===== src/rtl/if_fetch_unit_if.sv =====
// Instruction-memory request/response bus between the fetch unit and imem.
interface if_fetch_unit_if;
    logic        imem_req_valid;
    logic        imem_req_ready;
    logic [31:0] imem_req_addr;
    logic        imem_rsp_valid;
    logic [31:0] imem_rsp_data;

    // Fetch unit side
    modport master (
        output imem_req_valid,
        output imem_req_addr,
        input  imem_req_ready,
        input  imem_rsp_valid,
        input  imem_rsp_data
    );

    // Instruction memory side
    modport slave (
        input  imem_req_valid,
        input  imem_req_addr,
        output imem_req_ready,
        output imem_rsp_valid,
        output imem_rsp_data
    );
endinterface


===== src/rtl/if_fetch_unit.sv =====
// Instruction fetch stage: sequential PC generation, credit-limited imem
// requests, prefetch FIFO towards the controller, and redirect handling
// that flushes the FIFO and discards stale in-flight responses.
module if_fetch_unit #(
    parameter logic [31:0] RESET_PC   = 32'h0000_0000,
    parameter int unsigned FIFO_DEPTH = 2,
    parameter int unsigned CNT_W      = $clog2(FIFO_DEPTH) + 1
) (
    input  logic                 clk,
    input  logic                 rst,
    if_fetch_unit_if.master      imem,
    output logic                 instr_valid,
    input  logic                 instr_ready,
    output logic [31:0]          instr,
    output logic [31:0]          instr_pc,
    input  logic                 redirect_valid,
    input  logic [31:0]          redirect_pc,
    output logic                 fetch_busy
);

    localparam int unsigned PTR_W = $clog2(FIFO_DEPTH);
    localparam int unsigned SUM_W = CNT_W + 1;
    localparam logic [31:0] NOP   = 32'h0000_0013;

    typedef enum logic {
        RUN   = 1'b0,
        DRAIN = 1'b1
    } state_t;

    typedef struct packed {
        logic [31:0] data;
        logic [31:0] pc;
    } fifo_entry_t;

    state_t               state_q, state_d;
    logic [CNT_W-1:0]     discard_q, discard_d;
    logic [CNT_W-1:0]     outstanding_q;
    logic [CNT_W-1:0]     count_q;
    logic [PTR_W-1:0]     rd_ptr_q, wr_ptr_q;
    logic [31:0]          fetch_pc_q;
    fifo_entry_t          fifo_q [FIFO_DEPTH];

    logic                 credit_ok;
    logic                 req_fire;
    logic                 rsp_take;
    logic                 rsp_drop;
    logic                 push;
    logic                 pop;
    logic [31:0]          rsp_pc;
    logic                 unused_redirect_lsbs;

    assign unused_redirect_lsbs = ^redirect_pc[1:0];

    // Request gating: a slot is reserved for every outstanding response
    assign credit_ok = (SUM_W'(count_q) + SUM_W'(outstanding_q)) < SUM_W'(FIFO_DEPTH);
    assign imem.imem_req_valid = !rst && (state_q == RUN) && !redirect_valid && credit_ok;
    assign imem.imem_req_addr  = fetch_pc_q;
    assign req_fire = imem.imem_req_valid && imem.imem_req_ready;

    // Response classification; a response with nothing outstanding is ignored
    assign rsp_take = imem.imem_rsp_valid && (outstanding_q != '0);
    assign rsp_drop = rsp_take && (discard_q != '0);
    assign push     = rsp_take && (discard_q == '0) && !redirect_valid;
    assign pop      = instr_valid && instr_ready && !redirect_valid;
    assign rsp_pc   = fetch_pc_q - (32'(outstanding_q) << 2);

    // Controller-facing view of the FIFO head
    assign instr_valid = (count_q != '0);
    assign instr       = instr_valid ? fifo_q[rd_ptr_q].data : NOP;
    assign instr_pc    = instr_valid ? fifo_q[rd_ptr_q].pc   : 32'h0000_0000;
    assign fetch_busy  = (outstanding_q != '0) || (state_q != RUN);

    // Next state and discard accounting; redirect takes priority
    always_comb begin
        state_d   = state_q;
        discard_d = discard_q;
        if (redirect_valid) begin
            discard_d = outstanding_q - CNT_W'(rsp_take);
            state_d   = (discard_d != '0) ? DRAIN : RUN;
        end else begin
            if (rsp_drop) begin
                discard_d = discard_q - CNT_W'(1);
            end
            if ((state_q == DRAIN) && (discard_d == '0)) begin
                state_d = RUN;
            end
        end
    end

    // State and discard registers
    always_ff @(posedge clk) begin
        if (rst) begin
            state_q   <= RUN;
            discard_q <= '0;
        end else begin
            state_q   <= state_d;
            discard_q <= discard_d;
        end
    end

    // Fetch PC and outstanding-request counter
    always_ff @(posedge clk) begin
        if (rst) begin
            fetch_pc_q    <= RESET_PC;
            outstanding_q <= '0;
        end else begin
            outstanding_q <= outstanding_q + CNT_W'(req_fire) - CNT_W'(rsp_take);
            if (redirect_valid) begin
                fetch_pc_q <= {redirect_pc[31:2], 2'b00};
            end else if (req_fire) begin
                fetch_pc_q <= fetch_pc_q + 32'd4;
            end
        end
    end

    // Prefetch FIFO pointers and occupancy; redirect flushes
    always_ff @(posedge clk) begin
        if (rst || redirect_valid) begin
            rd_ptr_q <= '0;
            wr_ptr_q <= '0;
            count_q  <= '0;
        end else begin
            if (push) begin
                wr_ptr_q <= wr_ptr_q + PTR_W'(1);
            end
            if (pop) begin
                rd_ptr_q <= rd_ptr_q + PTR_W'(1);
            end
            count_q <= count_q + CNT_W'(push) - CNT_W'(pop);
        end
    end

    // FIFO storage; payload needs no reset since occupancy qualifies it
    always_ff @(posedge clk) begin
        if (push) begin
            fifo_q[wr_ptr_q] <= '{data: imem.imem_rsp_data, pc: rsp_pc};
        end
    end

    // Responses must only arrive for accepted requests
    assert property (@(posedge clk) disable iff (rst)
        imem.imem_rsp_valid |-> (outstanding_q != '0))
        else $error("imem response with no outstanding request");

endmodule


===== src/flat_wrapper.sv =====
// flat-port wrapper written by rule: the top's interface ports become plain ports
module if_fetch_unit_flat 
#(
    parameter logic [31:0] RESET_PC   = 32'h0000_0000,
    parameter int unsigned FIFO_DEPTH = 2,
    parameter int unsigned CNT_W      = $clog2(FIFO_DEPTH) + 1
)
  (clk, rst, instr_valid, instr_ready, instr, instr_pc, redirect_valid, redirect_pc, fetch_busy, imem_imem_req_valid, imem_imem_req_addr, imem_imem_req_ready, imem_imem_rsp_valid, imem_imem_rsp_data);
  if_fetch_unit_if imem_i ();
  input  logic clk;
  input  logic rst;
  output logic instr_valid;
  input  logic instr_ready;
  output logic [31:0] instr;
  output logic [31:0] instr_pc;
  input  logic redirect_valid;
  input  logic [31:0] redirect_pc;
  output logic fetch_busy;
  output wire logic [$bits(imem_i.imem_req_valid)-1:0] imem_imem_req_valid;
  output wire logic [$bits(imem_i.imem_req_addr)-1:0] imem_imem_req_addr;
  input wire logic [$bits(imem_i.imem_req_ready)-1:0] imem_imem_req_ready;
  input wire logic [$bits(imem_i.imem_rsp_valid)-1:0] imem_imem_rsp_valid;
  input wire logic [$bits(imem_i.imem_rsp_data)-1:0] imem_imem_rsp_data;
  assign imem_imem_req_valid = imem_i.imem_req_valid;
  assign imem_imem_req_addr = imem_i.imem_req_addr;
  assign imem_i.imem_req_ready = imem_imem_req_ready;
  assign imem_i.imem_rsp_valid = imem_imem_rsp_valid;
  assign imem_i.imem_rsp_data = imem_imem_rsp_data;
  if_fetch_unit #(.RESET_PC(RESET_PC), .FIFO_DEPTH(FIFO_DEPTH), .CNT_W(CNT_W)) u_core (.clk(clk), .rst(rst), .imem(imem_i), .instr_valid(instr_valid), .instr_ready(instr_ready), .instr(instr), .instr_pc(instr_pc), .redirect_valid(redirect_valid), .redirect_pc(redirect_pc), .fetch_busy(fetch_busy));
endmodule

===== config.mk =====
export PLATFORM = sky130hd
export DESIGN_NAME = if_fetch_unit_flat
export DESIGN_NICKNAME = d
export VERILOG_FILES = /design/src/rtl/if_fetch_unit_if.sv /design/src/rtl/if_fetch_unit.sv /design/src/flat_wrapper.sv
export SDC_FILE = /design/constraint.sdc
export NUM_CORES = 1
export LEC_CHECK = 0
export BUFFER_PORTS_ARGS = -buffer_cell sky130_fd_sc_hd__buf_2
export CAP_MARGIN = 20
export CORE_MARGIN = 5
export CORE_UTILIZATION = 45
export DETAILED_ROUTE_END_ITERATION = 7
export PLACE_DENSITY = 0.78
export SETUP_SLACK_MARGIN = 0.15
export SLEW_MARGIN = 20
export SYNTH_ARGS = -nofsm -noshare
export SYNTH_HDL_FRONTEND = slang
export SYNTH_SLANG_ARGS = --single-unit

===== constraint.sdc =====
create_clock -name clk -period 5.3 [get_ports clk]
set_input_delay 0.795 -clock clk [delete_from_list [all_inputs] [get_ports clk]]
set_output_delay 0.795 -clock clk [all_outputs]
set_load 0.05 [all_outputs]

; ---- Word-level counts from Yosys, hierarchy flattened
; Memories as Yosys holds them, arrays and structs flattened. A register that Yosys moved wholly into a read port is not among the register bits.
; Cells that the tools add are included.
[word_totals]
register_bits = 41
mem_bits_rw = 128
in_bits = 70
elab_cells = 60
memories = 1
[classes]
add_sub_neg = 11
n_lt_le_gt_ge = 1
n_mux = 14
bitwise = 1
n_reduce_logical = 24
[mem_list]
columns = memory, depth, width, rd, rd_clocked_by_memory_dff, write_ports, line_no
row1 = u_core.fifo_q, 2, 64, 1, 1, 1, if_fetch_unit.sv:41  ; fifo_entry_t fifo_q [FIFO_DEPTH];
[op_table]
columns = cell, count
row1 = $mux 32, 4
row2 = $add 32x3->32 const B, 1
row3 = $sub 32x4->32, 1
row4 = $reduce_bool 2->1, 6
row5 = $logic_and 1x1->1, 11
row6 = $mux 1, 7
row7 = $mux 2, 3
row8 = $sub 2x1->2, 3
row9 = $add 2x1->2, 2
row10 = $logic_not 2->1, 2
row11 = $add 2x2->3, 1
row12 = $lt 3x2->1 const B, 1
row13 = $add 1x1->1 const B, 2
row14 = $logic_not 1->1, 2
row15 = $logic_or 1x1->1, 2
row16 = $reduce_or 2->1, 1
row17 = $sub 2x1->2 const B, 1
row18 = $not 1->1, 1

; ---- Logic depth before layout (Yosys ltp)
; Gate-level depths: netlist (run 1).
[depth]
word_depth = 9
mapped_depth = 11
mapped_depth_nobuf = 10

; ---- Least setup slack after synthesis (run 1)
; No wires, ideal clock.
[synth_path]
path_kind = input port to flip-flop
start = in imem_imem_rsp_valid
end = mem u_core.fifo_q[0][10] in the netlist's numbering (enable)
arrival_ns = 4.000
t_required_ns = 4.810
path_slack_ns = 0.810
path_stages = 4
path_cell_list = o21ai_0 inv_1 and3_1 nor2b_1
[synth_between]
elab_chain_len = 5
[synth_rtl]
columns = element, line_no
row1 = start: declaration, flat_wrapper.sv:22  ; input wire logic [$bits(imem_i.imem_rsp_valid)-1:0] imem_imem_rsp_valid;
row2 = $logic_and 1x1->1, if_fetch_unit.sv:61  ; assign rsp_take = imem.imem_rsp_valid && (outstanding_q != '0);
row3 = $logic_and 1x1->1 (2 in a row), if_fetch_unit.sv:63  ; assign push = rsp_take && (discard_q == '0) && !redirect_valid;
row4 = $mux 1, if_fetch_unit.sv:135  ; if (push) begin
row5 = $mux 1 (implied by the code), if_fetch_unit.sv:136  ; fifo_q[wr_ptr_q] <= '{data: imem.imem_rsp_data, pc: rsp_pc};
row6 = end: declaration, if_fetch_unit.sv:41
; No other way between the ends.

; ---- Worst setup path in the final report (run 1)
[layout_path]
start = reg u_core.outstanding_q[0]
end = reg u_core.fetch_pc_q[18] (netlist: u_core.imem.imem_req_addr[18])
[layout_between]
elab_chain_len = 5
[layout_rtl]
columns = element, line_no
row1 = start: declaration, if_fetch_unit.sv:37  ; logic [CNT_W-1:0] outstanding_q;
row2 = start signal: assignment, if_fetch_unit.sv:107  ; outstanding_q <= outstanding_q + CNT_W'(req_fire) - CNT_W'(rsp_take);
row3 = $add 2x2->3, if_fetch_unit.sv:55  ; assign credit_ok = (SUM_W'(count_q) + SUM_W'(outstanding_q)) < SUM_W'(FIFO_DEPTH);
row4 = $lt 3x2->1, if_fetch_unit.sv:55
row5 = $logic_and 1x1->1, if_fetch_unit.sv:56  ; assign imem.imem_req_valid = !rst && (state_q == RUN) && !redirect_valid && credit_ok;
row6 = $logic_and 1x1->1, if_fetch_unit.sv:58  ; assign req_fire = imem.imem_req_valid && imem.imem_req_ready;
row7 = $reduce_bool 2->1 (no source line), n/a
row8 = end signal: assignment, if_fetch_unit.sv:109  ; fetch_pc_q <= {redirect_pc[31:2], 2'b00};
row9 = end signal: assignment, if_fetch_unit.sv:111  ; fetch_pc_q <= fetch_pc_q + 32'd4;
row10 = end: declaration, if_fetch_unit.sv:40  ; logic [31:0] fetch_pc_q;
; No other way between the ends.
; A chain may end at the register's enable or synchronous reset.

==> reports/qor_table.md, run 1 <==
| Result | This run | Unit |
|---|---|---|
| Run status | completed | - |
| WP data arrival | 3.65 | ns |
| Average wire length per cell after detail routing | 17.2 | um |
| Post-Synth Adder-Cell Area | 1.83 | % |
| Global placer's final weighted congestion | 0.827 | - |
| # Max-Cap Violations | 0 | - |
| Part of the power in the clock network | 37.5 | % |
| Maximum number of pins on one net before global-route repair | 63 | - |
| P per Cell Area | 353 | nW/um^2 |
| Reported net switching power | 0.884 | mW |
| Die height | 141 | um |
| Vias in the first global route | 5449 | - |
| Worst slack at placement | 1.65 | ns |
| Post-synth EDFFs | 124 | - |
| Logic gate share of total power | 15.5 | % |
| Met1 demand-to-capacity share in global routing | 23.9 | % |
| Combinational family with the most area after synthesis | simple AND/OR/NAND/NOR gates | - |
| Yosys top cell area share | 48.5 | % |
| Sw Share | 27.2 | % |
| Buffer cell driving the clock tree root | sky130_fd_sc_hd__clkbuf_16 | - |
| Final count of negative-setup-slack endpoints | 0 | - |
| Post-detailed-route count of antenna-violating nets | 0 | - |
| Portion of netlist area occupied by mux cells | 8.38 | % |
| Sequential-to-total area share from yosys stat | 58.9 | % |
| Count of final max-slew check failures | 0 | - |
| Remaining routing DRC violations | 0 | - |
| Data required, critical path | 5.56 | ns |
| Area overhead of the layout relative to synthesis | 20.0 | % |
| Overall global routing resource usage | 18.2 | % |
| Min cycle time layout | 3.39 | ns |
| Setup slack after layout | 1.91 | ns |
| Floorplan Core Area | 16600 | sq um |
| First-pass GRT wire length | 28600 | um |
| Fraction of synthesis flops using an asynchronous set or reset pin | 0 | % |
| Clock tree skew after final layout | 0.00773 | ns |
| Antenna diode count | 0 | - |
| Fraction of synthesized cell area in xor and xnor cells | 5.02 | % |
| Post-CTS clock slew at the launch and capture registers of the worst setup and hold paths | 0.06 | ns |
| Post-synthesis cell count | 654 | - |
| Max frequency | 295 | MHz |
| Routed wire length | 17700 | um |
| Maximum vdd drop | 0.252 | mV |
| Number of buffers added on ports | 162 | - |
| Placement row count | 47 | - |
| Leftover overflow at the end of global routing | 0 | - |
| Number of buffers inserted to repair setup after CTS | 0 | - |
| Cts hold-fix bufs | 0 | - |
| Leakage power figure | 3.54 | nW |
| Inserted Clock Buffers | 17 | - |
| CTS HTree Levels | 4 | - |
| Number of antenna violations at the first check in global routing | 0 | - |
| Type of destination of the critical path | flip-flop | - |
| Count of nets after finishing | 873 | - |
| Post-layout instance area | 9220 | sq um |
| Largest cells by area after synthesis | sky130_fd_sc_hd__edfxtp_1 49%, sky130_fd_sc_hd__dfxtp_1 10%, sky130_fd_sc_hd__mux2i_1 8.1% | - |
| Synthesized area | 7680 | sq um |
| TritonCTS clock tree | done | - |
| Most common cell in the synthesized netlist | sky130_fd_sc_hd__edfxtp_1 | - |
| Synthesis Warnings | 0 | - |
| Post-CTS sizing | 0 | - |
| Critical path fanouts, max | 25 | - |
| Count of boundary I/O pins | 169 | - |
| Dpl cell area | 8620 | sq um |
| Setup repair after global routing missed its margin | false | - |
| Actual transition at the worst max-transition pin | 0.842 | ns |
| Number of clock sinks seen by CTS | 164 | - |
| Max clock buf depth | 2 | - |
| Synthesized flop and latch total | 164 | - |
| Proportion of power drawn by flip-flops and latches | 47.0 | % |
| Slew HR | 43.9 | % |
| Die Wd | 141 | um |
| Hold Crit Class | reg2reg | - |
| Predominant post-synthesis flop cell | sky130_fd_sc_hd__edfxtp_1 | - |
| TNS Setup | 0 | ns |
| Met3 global-route usage | 4.03 | % |
| Synth cell types | 56 | - |
| Number of iterations in the first detailed-routing pass | 5 | - |
| Post-synth top cells | 124 x sky130_fd_sc_hd__edfxtp_1, 100 x sky130_fd_sc_hd__nor2_1, 62 x sky130_fd_sc_hd__mux2i_1, 40 x sky130_fd_sc_hd__dfxtp_1, 27 x sky130_fd_sc_hd__clkbuf_1 | - |
| Kind of launch point of the worst setup path | flip-flop | - |
| Total internal power | 2.36 | mW |
| DR vias | 5449 | - |
| Compound-cell area share of the yosys netlist | 5.44 | % |
| Setup CP Type | reg2reg | - |
| Ratio of final minimum period to clock period | 63.9 | % |
| Detailed-placement wirelength estimate | 12100 | um |
| Floorplan die area | 19800 | sq um |
| Layer carrying the most global-route usage | met2 | - |
| Fraction of final layout cells with drive strength greater than 1 | 27.5 | % |
| Post-synthesis area per instance | 11.7 | sq um |
| Violation count after the first detailed-routing iteration | 361 | - |
| Via density | 5.31 | - |
| Dominant cell type by area after synthesis | sky130_fd_sc_hd__edfxtp_1 | - |
| Met2 layer usage reported by global route | 29.6 | % |
| Final hold violations | 0 | - |
| Starting density of the core | 46.1 | % |
| Source-to-sink clock delay at the later pin of the worst-skew pair | 0.41 | ns |
| Basic-gate share of the synthesized area counting and, or, nand and nor cells | 16.5 | % |
registers in the layout, summed over array words and instances, names as in the netlist, named ones only:
name                       cells
u_core.fifo_q                124
u_core.discard_q               2
u_core.rd_ptr_q                1
u_core.state_q                 1
u_core.count_q                 2
u_core.imem.imem_req_addr     30
u_core.wr_ptr_q                1
u_core.outstanding_q           2
critical path: stages, from the launching register on:
cell	delay, ns
sky130_fd_sc_hd__dfxtp_1	0.39
sky130_fd_sc_hd__inv_1	0.08
sky130_fd_sc_hd__nor2_1	0.11
sky130_fd_sc_hd__fa_1	0.44
sky130_fd_sc_hd__nor4_1	0.27
sky130_fd_sc_hd__nand2_1	0.56
sky130_fd_sc_hd__inv_1	0.77
sky130_fd_sc_hd__nor2_1	0.28
sky130_fd_sc_hd__o21ai_0	0.24
sky130_fd_sc_hd__a31oi_1	0.10
layout make-up:
cell class / instances / area, sq um
clock inverters: 13 / 160
inverters: 17 / 63.8
repair buffers: 168 / 868
fillers: 1428 / 7430
multi-input cells: 425 / 2890
well taps: 220 / 275
flip-flops and latches: 164 / 4530
clock buffers: 19 / 433
cells by family after synthesis:
group / after synthesis
flip-flops: 164
adder cells (fa/ha/maj): 10
AND/OR/NAND/NOR: 239
AO/OA/AOI/OAI: 64
other: 1
XOR/XNOR: 44
multiplexers: 64
buffers and inverters: 68
per-layer routing:
| metal | wire length, um | vias to the layer above |
|---|---|---|
| met2 | 8300 | 205 |
| li1 | - | 2659 |
| met1 | 7820 | 2557 |
| met4 | 401 | 0 |
| met3 | 1170 | 28 |
| met5 | 0 | - |
stage by stage:
stage / cells / total power [mW] / hold WS, ns / utilization (%)
final: 1026 / 3.25 / 0.547 / 55.4
after global routing: 1026 / 3.40 / 0.547 / 55.4
after CTS: 1026 / 3.28 / 0.553 / 55.4
after detailed placement: 994 / 2.06 / 0.542 / 51.8
after global placement: 994 / 2.04 / 0.539 / 51.8
after floorplan: 657 / 1.92 / 0.516 / -
path summary, 6_finish.rpt:
path	cells after the start	start	slack [ns]	endpoint
max reg2reg	9	u_core.outstanding_q[0]	1.91	u_core.imem.imem_req_addr[18]
max	9	u_core.outstanding_q[0]	1.91	u_core.imem.imem_req_addr[18]
min	2	u_core.rd_ptr_q	0.55	flip-flop
min reg2reg	2	u_core.rd_ptr_q	0.55	flip-flop
cells in the final DEF, fill, tap and decap left out, drive strengths merged, types with 3 or more instances in the layout:
cell type and n:
nor4 13, conb 4, nand4 16, clkbuf 19
bufinv 3, and2 10, xnor2 20, o21ai 13
nand2 24, nor2 100, edfxtp 124, nor2b 4
or2 3, or3 9, or4 7, inv 17
nand3 14, a31oi 10, buf 168, a311oi 3
dfxtp 40, ha 8, a211oi 9, mux2i 62
and4 5, nand2b 3, nor3 18, and3 11
a21oi 11, a22oi 3, clkinv 8, xor2 24
o22ai 4
power groups by stage:
stage / Clock, mW / Sequential, mW / Combinational [mW]
2_1_floorplan: 0 / 1.58 / 0.339
3_3_place_gp: 0 / 1.55 / 0.492
3_5_place_dp: 0 / 1.55 / 0.503
4_1_cts: 1.25 / 1.53 / 0.506
5_1_grt: 1.31 / 1.53 / 0.551
6_report: 1.22 / 1.53 / 0.503
No activity file was read; power rests on OpenSTA's default activity.
==> inputs of run 2 (changes only) <==
--- a/config.mk
+++ b/config.mk
@@ -5,12 +5,13 @@
 export SDC_FILE = /design/constraint.sdc
 export NUM_CORES = 1
 export LEC_CHECK = 0
+export ABC_AREA = 1
 export BUFFER_PORTS_ARGS = -buffer_cell sky130_fd_sc_hd__buf_2
 export CAP_MARGIN = 20
 export CORE_MARGIN = 5
 export CORE_UTILIZATION = 45
 export DETAILED_ROUTE_END_ITERATION = 7
-export PLACE_DENSITY = 0.78
+export PLACE_DENSITY = 0.8
 export SETUP_SLACK_MARGIN = 0.15
 export SLEW_MARGIN = 20
 export SYNTH_ARGS = -nofsm -noshare
==> constraint.sdc (replaced) <==
create_clock -name clk -period 2.9 [get_ports clk]
set_input_delay 0.435 -clock clk [delete_from_list [all_inputs] [get_ports clk]]
set_output_delay 0.435 -clock clk [all_outputs]
set_load 0.05 [all_outputs]
==> reports/qor_table.md, run 2 <==
| Result | This run | Unit |
|---|---|---|
| Number of cells in the finished layout apart from fillers | 1278 | - |
| Overall power of the completed layout | 6.37 | mW |
| # Max-Cap Violations | 0 | - |
| Count of boundary I/O pins | 169 | - |
| Count of nets after finishing | 1120 | - |
| Max frequency | 414 | MHz |
| Die height | 144 | um |
| Number of clock sinks seen by CTS | 164 | - |
| Detailed-placement wirelength estimate | 14100 | um |
| Post-CTS clock slew at the launch and capture registers of the worst setup and hold paths | 0.06 | ns |
| Vias in the first global route | 6333 | - |
| Post-detailed-route count of antenna-violating nets | 0 | - |
| Clock tree skew after final layout | 0.00804 | ns |
| Buffer cell driving the clock tree root | sky130_fd_sc_hd__clkbuf_16 | - |
| Floorplan Core Area | 17400 | sq um |
| Dominant cell type by area after synthesis | sky130_fd_sc_hd__edfxtp_1 | - |
| Setup repair after global routing missed its margin | false | - |
| Fraction of synthesis flops using an asynchronous set or reset pin | 0 | % |
| Post-layout instance area | 9660 | sq um |
| Critical path fanouts, max | 3 | - |
| Synth cell types | 39 | - |
| Commonest non-fill, non-tap cell in the layout | sky130_fd_sc_hd__nand2_1 | - |
| Starting density of the core | 46.1 | % |
| Area of the multi-input gates | 3010 | sq um |
| Kind of launch point of the worst setup path | flip-flop | - |
| Cell count after placement | 1246 | - |
| Largest cells by area after synthesis | sky130_fd_sc_hd__edfxtp_1 46%, sky130_fd_sc_hd__nand2_1 11%, sky130_fd_sc_hd__dfxtp_1 10% | - |
| Overall global routing resource usage | 19.3 | % |
| WP data arrival | 1.98 | ns |
| Slew HR | 45.6 | % |
| Post-synth EDFFs | 124 | - |
| Ratio of final minimum period to clock period | 83.3 | % |
| Die Wd | 144 | um |
| Post-synthesis area per instance | 9.02 | sq um |
| Sequential-to-total area share from yosys stat | 56.4 | % |
| Average wire length per cell after detail routing | 15.4 | um |
| Min cycle time layout | 2.42 | ns |
| Maximum number of pins on one net before global-route repair | 63 | - |
| Final count of negative-setup-slack endpoints | 0 | - |
| Terminating pin of the worst hold path | u_core.fifo_q[0][59] | - |
| Final hold violations | 0 | - |
| Largest register by flop count | u_core.fifo_q | - |
| Worst-case reg-to-reg path depth | 11 | - |
| Number of iterations in the first detailed-routing pass | 5 | - |
| Count of final max-slew check failures | 0 | - |
| Via density | 5.04 | - |
| Source of the worst hold timing path | imem_imem_rsp_data[27] | - |
| DR vias | 6441 | - |
| Maximum vdd drop | 0.438 | mV |
| Area taken by flip-flops and latches | 4530 | sq um |
| Post-synth top cells | 245 x sky130_fd_sc_hd__nand2_1, 124 x sky130_fd_sc_hd__edfxtp_1, 86 x sky130_fd_sc_hd__a21oi_1, 79 x sky130_fd_sc_hd__nor2_1, 78 x sky130_fd_sc_hd__inv_1 | - |
| Fraction of final layout cells with drive strength greater than 1 | 23.8 | % |
| Yosys top cell area share | 46.4 | % |
| Hold Crit Class | in2reg | - |
| Routed wire length | 19700 | um |
| Dpl cell area | 9030 | sq um |
| Number of antenna violations at the first check in global routing | 0 | - |
| Global placer's final weighted congestion | 0.916 | - |
| Type of destination of the critical path | primary output | - |
| Most frequent cells in the layout | 245 x sky130_fd_sc_hd__nand2_1, 162 x sky130_fd_sc_hd__buf_2, 124 x sky130_fd_sc_hd__edfxtp_1 | - |
| Worst flop-to-flop path startpoint | u_core.imem.imem_req_addr[2] | - |
| Source-to-sink clock delay at the later pin of the worst-skew pair | 0.42 | ns |
| RR Endpoint | u_core.fifo_q[0][30] | - |
| Data required, critical path | 2.47 | ns |
| Antenna diode count | 0 | - |
| Number of flip-flops in the largest register | 124 | - |
| Leakage power figure | 4.13 | nW |
| Hold path cells | 1 | - |
| Number of buffers inserted to repair setup after CTS | 0 | - |
| First-pass GRT wire length | 31400 | um |
| End-of-flow core utilization | 55.4 | % |
| Floorplan die area | 20600 | sq um |
| Number of buffers added on ports | 162 | - |
| P per Cell Area | 660 | nW/um^2 |
| Area overhead of the layout relative to synthesis | 20.3 | % |
| Synthesized area | 8020 | sq um |
| CTS HTree Levels | 4 | - |
| Max clock buf depth | 2 | - |
| Cts hold-fix bufs | 0 | - |
| Post-CTS sizing | 0 | - |
| Predominant post-synthesis flop cell | sky130_fd_sc_hd__edfxtp_1 | - |
| TNS Setup | 0 | ns |
| Placement row count | 48 | - |
| TritonCTS clock tree | done | - |
| Synthesized flop and latch total | 164 | - |
| Post-synthesis cell count | 890 | - |
| Synthesis Warnings | 0 | - |
| Violation count after the first detailed-routing iteration | 483 | - |
| Remaining routing DRC violations | 0 | - |
| Actual transition at the worst max-transition pin | 0.816 | ns |
| Setup CP Type | reg2out | - |
| Most common cell in the synthesized netlist | sky130_fd_sc_hd__nand2_1 | - |
| Number of inserted filler cells in the final layout | 1570 | - |
| Register-to-Register Setup Slack | 0.50 | ns |
| Leftover overflow at the end of global routing | 0 | - |
| Run status | completed | - |
| Inserted Clock Buffers | 17 | - |
-- run 2: changes by cell type after synthesis, moves of 12 or more --
cell,previous run,this run
sky130_fd_sc_hd__inv_1,17,78
sky130_fd_sc_hd__o21ai_0,13,29
sky130_fd_sc_hd__mux2i_1,62,0
sky130_fd_sc_hd__nand2_1,24,245
sky130_fd_sc_hd__xnor2_1,20,4
sky130_fd_sc_hd__a21oi_1,11,86
sky130_fd_sc_hd__nor2_1,100,79
sky130_fd_sc_hd__nor2_2,0,13
sky130_fd_sc_hd__nand3_1,11,47
sky130_fd_sc_hd__nor3_1,17,5
-- run 2: cells by family (layout without fill, tap and decap cells) --
group | after synthesis | in the layout | synth area share (%)
AOI/OAI and AO/OA | 128 | 128 | 8.30
adders and majority gates | 10 | 10 | 1.75
buffers and inverters | 128 | 288 | 6.50
xor gates and xnor gates | 33 | 33 | 3.60
other | 1 | 4 | 0.0467
DFF | 164 | 164 | 56.4
and+or+nand+nor | 426 | 426 | 23.4
-- run 2: final cells by class --
class / count / share of cell area (%)
clock buffers: 18 / 4.44
clock inverters: 14 / 2.07
inverters: 82 / 3.19
multi-input cells: 601 / 31.2
flip-flops and latches: 164 / 46.9
well taps: 225 / 2.92
repair buffers: 174 / 9.33
-- run 2: how the worst max path moves through the flow --
stage / startpoint / end / depth (start not counted)
floorplan: redirect_valid / u_core.fifo_q[1][10] / 4
global placement: u_core.imem.imem_req_addr[2] / u_core.fifo_q[0][30] / 11
detailed placement: u_core.imem.imem_req_addr[2] / u_core.fifo_q[0][30] / 11
CTS: u_core.count_q[0] / imem_imem_req_valid / 7
global route: u_core.count_q[0] / imem_imem_req_valid / 7
finish: u_core.count_q[0] / imem_imem_req_valid / 7
-- run 2: layer usage --
layer	global-route usage, %	up-vias	share of wire [%]
li1	-	3224	-
met1	25.1	2964	43
met2	32.7	222	47
met3	4.49	31	7.8
met4	5.30	0	1.7
met5	0	-	0
-- run 2: report_power, final --
group | switching (mW) | internal (mW)
clock network | 0.918 | 1.45
logic | 0.842 | 0.296
registers | 0.116 | 2.75
-- run 2: worst max-delay path, cell delays in order, from the launching register on --
cell                      delay, ns
sky130_fd_sc_hd__dfxtp_1       0.41
sky130_fd_sc_hd__nand2_1       0.07
sky130_fd_sc_hd__inv_1         0.07
sky130_fd_sc_hd__fa_1          0.41
sky130_fd_sc_hd__nor2_1        0.18
sky130_fd_sc_hd__nand3_2       0.11
sky130_fd_sc_hd__inv_1         0.06
sky130_fd_sc_hd__buf_2         0.25
-- run 2: stage by stage --
stage	worst slack (ns)	hold WS, ns
floorplan	-0.0331	0.447
global placement	0.595	0.452
detailed placement	0.519	0.460
CTS	0.465	0.184
global route	0.327	0.184
finish	0.484	0.202
